==> src/rtl/piso_pkg.sv <==
// Shared types and constants for the parallel-in/serial-out serializer.
// Beat count depends on PISO_PARITY_EN (extra even-parity beat when defined).
package piso_pkg;

   localparam int DEFAULT_WIDTH = 4;

   typedef enum logic {
      IDLE  = 1'b0,
      SHIFT = 1'b1
   } state_t;

   // Serial beats needed to move one word of the given width.
   function automatic int piso_beats(input int width);
`ifdef PISO_PARITY_EN
      return width + 1;
`else
      return width;
`endif
   endfunction

   localparam int BEATS = piso_beats(DEFAULT_WIDTH);

endpackage

==> src/rtl/piso_serializer.sv <==
// Parallel word in over valid/ready, shifted out one bit per accepted serial beat.
// Optional even-parity trailer beat enabled by defining PISO_PARITY_EN.
module piso_serializer
   import piso_pkg::*;
#(
   parameter int WIDTH     = DEFAULT_WIDTH,
   parameter bit MSB_FIRST = 1'b1
) (
   input  logic             clk,
   input  logic             reset,
   input  logic [WIDTH-1:0] in,
   input  logic             in_valid,
   output logic             in_ready,
   output logic             ser_out,
   output logic             ser_valid,
   input  logic             ser_ready,
   output logic             ser_last
);

   localparam int WORD_BEATS = piso_beats(WIDTH);
   localparam int CNT_W      = $clog2(WIDTH + 1);
   localparam logic [CNT_W-1:0] LAST_CNT = CNT_W'(WORD_BEATS - 1);

   state_t                 state_reg, state_next;
   logic [WORD_BEATS-1:0]  shift_reg, shift_next, load_word;
   logic [CNT_W-1:0]       bit_cnt_reg, bit_cnt_next;
   logic                   head_bit;
   logic                   last_beat;

   // Parity rides in the shift register as one more bit on the trailing end.
   always_comb begin
`ifdef PISO_PARITY_EN
      load_word = MSB_FIRST ? {in, ^in} : {^in, in};
`else
      load_word = in;
`endif
   end

   assign head_bit  = MSB_FIRST ? shift_reg[WORD_BEATS-1] : shift_reg[0];
   assign last_beat = (bit_cnt_reg == LAST_CNT);

   always_comb begin
      state_next   = state_reg;
      shift_next   = shift_reg;
      bit_cnt_next = bit_cnt_reg;
      case (state_reg)
         IDLE: begin
            if (in_valid) begin
               shift_next   = load_word;
               bit_cnt_next = '0;
               state_next   = SHIFT;
            end
         end
         SHIFT: begin
            if (ser_ready) begin
               shift_next = MSB_FIRST ? {shift_reg[WORD_BEATS-2:0], 1'b0}
                                      : {1'b0, shift_reg[WORD_BEATS-1:1]};
               if (last_beat) begin
                  bit_cnt_next = '0;
                  state_next   = IDLE;
               end else begin
                  bit_cnt_next = bit_cnt_reg + CNT_W'(1);
               end
            end
         end
         default: state_next = IDLE;
      endcase
   end

   always_ff @(posedge clk) begin
      if (reset) begin
         state_reg   <= IDLE;
         shift_reg   <= '0;
         bit_cnt_reg <= '0;
      end else begin
         state_reg   <= state_next;
         shift_reg   <= shift_next;
         bit_cnt_reg <= bit_cnt_next;
      end
   end

   // Outputs decode registered state only; ser_ready never reaches in_ready.
   assign in_ready  = (state_reg == IDLE);
   assign ser_valid = (state_reg == SHIFT);
   assign ser_out   = ser_valid & head_bit;
   assign ser_last  = ser_valid & last_beat;

endmodule

==> config.mk <==
export PLATFORM = sky130hd
export DESIGN_NAME = piso_serializer
export DESIGN_NICKNAME = d
export VERILOG_FILES = /design/src/rtl/piso_pkg.sv /design/src/rtl/piso_serializer.sv
export SDC_FILE = /design/constraint.sdc
export NUM_CORES = 1
export LEC_CHECK = 0
export BUFFER_PORTS_ARGS = -buffer_cell sky130_fd_sc_hd__buf_2
export CAP_MARGIN = 5
export CORE_AREA = 4 4 41 43
export DETAILED_ROUTE_END_ITERATION = 6
export DIE_AREA = 0 0 45 47
export GPL_TIMING_DRIVEN = 0
export PLACE_DENSITY = 0.47
export SLEW_MARGIN = 20
export SYNTH_ARGS = -nofsm -noshare
export SYNTH_HDL_FRONTEND = slang
export SYNTH_SLANG_ARGS = --single-unit
==> constraint.sdc <==
create_clock -name clk -period 2.2 [get_ports clk]
set_input_delay 0.11 -clock clk [delete_from_list [all_inputs] [get_ports clk]]
set_output_delay 0.11 -clock clk [all_outputs]
set_load 0.005 [all_outputs]
==> flow_summary.yaml <==
outcome:
  status: "finished, final reports clean"
yosys:
  synth_xor_area_share_pct: 0
  synth_compound_area_share_pct: 18.0
  synthTopCellsByArea: "dfxtp_1 (43%), mux2i_1 (8.0%), a211oi_1 (8.0%)"
  ys_seq_elements: 8
  syn_inst: 39
  syn_nets: 48
  synth_top_family_by_area: "simple AND/OR/NAND/NOR gates"
  synth_top_cell_by_area: "dfxtp_1"
  synth_mux_area_share_pct: 12.0
  yosysWarnings: 0
  yosysUniqueCellTypes: 18
  netlist.area_leader.share_pct: 42.7
  synth_fa_ha_area_share_pct: 3.33
  postSynthAreaPerCell_um2: 9.62
  yosys.area_share.simple_pct: 18.0
  syn_area_um2: 375
  seq_area_frac_synth_pct: 42.7
timing:
  max_freq_mhz: 757
  timing.final.crit_share_pct: 60.1
  slew_headroom_pct: 73.0
  tightest_slew_ps: 405
  setup_violations: 0
  hold_violations: 0
  fin_skew_ps: 2.93
  setup_slack_ps: 879
  tns_ps: 0
  rsz0062_at_grt: "false"
  drv_slew: 0
  fin_crit_ps: 1320
cells_and_area:
  largest_reg_flops: 4
  fill_cells: 147
  area_growth_pct: 24.3
  insertedDiodeCount: 0
  fin_util_pct: 35.9
  stdcell_count: 67
  drive_above_1_share_pct: 30.8
  nets: 63
placed_design:
  globalplace.congestion: 0.676
  dp.final_hpwl_um: 541
  dp_cells: 64
  dp_slack_ps: 1080
  portBuffers: 10
drt:
  routed_wl_um: 739
  met3_length_um: 33
  wl_met2_um: 323
  viasPerCell: 4.61
  dr_total_vias: 309
  dr.pass1.iters: 4
  drt_iter0_drc: 4
  met1_length_um: 373
  top_layer_used: "met4"
  postRouteAntennaNets: 0
  wire_per_inst_um: 11.0
  drc_errors: 0
pwr:
  leakage_nw: 0.206
  powerDensity_nw_per_um2: 678
  total_power_w: 0.000316
  vdd_drop_max_v: 0.000340
clock_network:
  clock_path_buffers: 2
  clk_latency_ps: 250
  cts_root_buf: "clkbuf_4"
  tritoncts: "done"
  cts.sinks: 8
  htree_levels: 1
  clk_pin_slew_ps: 50
  post-cts-setup-buffers: 0
  tritoncts.num_buffers: 3
  cts-resized-gates: 0
  cts_hold_buf: 0
floorplanning:
  ios: 12
  initial_utilization_pct: 28.8
  row_count: 13
  die_w_um: 45
  core_um2: 1300
  dieArea_um2: 2120
  die_h_um: 47
worst_setup_path:
  worst_path_max_delay_cell: "dfxtp_1"
  critPathKind: "register to output pin"
  cp_slowest_stage_delay_ps: 350
  cp_cell_sequence: "ha_1 > nor2b_1 > and2_1 > buf_2"
  ff2ff_path_depth: 4
  crit_path_max_fanout: 3
  worstSetupPathDepth: 4
  worstPathArrival_ps: 1210
  path_delay_family: "flip-flops"
  end_kind: "output pin"
  cp.buffers_inverters: 1
  worstPathRequired_ps: 2090
  cp-start-kind: "register"
flow_run:
  cap_violations: 0
global_route:
  grt_max_degree: 11
  grt_pass1_wl_um: 1150
  gr-total-overflow: 0
  grt_antenna_before_repair: 0
  grt_usage_pct: 7.85
  grt_pass1_vias: 298
hold_path:
  hold_class: "input port to register"
  worstHoldPathCells: 2
[path summary, 6_finish.rpt]
kind | from | to | slack (ps)
min reg2reg | bit_cnt_reg[2] | bit_cnt_reg[2] | 440
min | in_valid | bit_cnt_reg[2] | 90
max reg2reg | bit_cnt_reg[0] | ser_valid | 1060
max | bit_cnt_reg[0] | ser_last | 880
[synth_stat cells]
master	number
nor2_1	4
o21a_1	1
and2_1	2
and3_1	1
inv_1	2
ha_1	1
buf_1	1
a2111oi_2	1
nor2b_1	1
buf_6	1
a21oi_1	3
nand2b_1	2
dfxtp_1	8
nor3_1	1
mux2_4	1
nand3_1	2
mux2i_1	3
a211oi_1	4
[layer usage]
layer  GRT usage [%]  vias to the layer above
met4            5.26                        0
met2            12.1                        7
li1                -                      164
met5               0                        -
met3            2.30                        2
met1            9.43                      136
[report_power, final]
group,internal [W],switching [W],leakage (nW)
logic,0.0000228,0.0000227,0.126
registers,0.000154,0.00000509,0.0658
clock network,0.0000624,0.0000493,0.0138
total,0.000239,0.0000772,0.206
[cell usage in the layout (no fill, tap or decap)]
master      n
a2111oi_2   1
a211oi_1    4
a21oi_1     3
and2_1      2
and3_1      1
buf_1       1
buf_2      10
buf_6       1
clkbuf_4    3
dfxtp_1     8
ha_1        1
inv_1       2
mux2_4      1
mux2i_1     3
nand2b_1    2
nand3_1     2
nor2_1      4
nor2b_1     1
nor3_1      1
o21a_1      1
[cell type report]
class	count	area (µm²)	share of cell area (%)
well taps	15	18.8	4.02
flip-flops and latches	8	160	34.3
multi-input cells	27	193	41.3
repair buffers	10	50.0	10.7
clock buffers	3	22.5	4.83
inverters	2	7.51	1.61
plain buffers	2	15.0	3.22
[kinds of logic after synthesis]
kind of cell	after synthesis
compound gates	9
fa+ha+maj	1
buf+inv	4
flops	8
mux	4
simple gates	13
[metrics by stage]
step                      instance area (µm²)  hold slack [ps]
after floorplan                           375              202
after global placement                    444              354
after detailed placement                  444              355
after CTS                                 467             90.8
after global routing                      467             99.0
final                                     467             94.7
[worst register-to-register path, delay by kind of cell, from the launching register on]
family	cells	cell delay, ps
AO/OA/AOI/OAI	1	220
adder cells (fa/ha/maj)	1	210
flip-flops	1	320
AND/OR/NAND/NOR	2	300
Note: power is estimated with default switching activity, not from simulation.
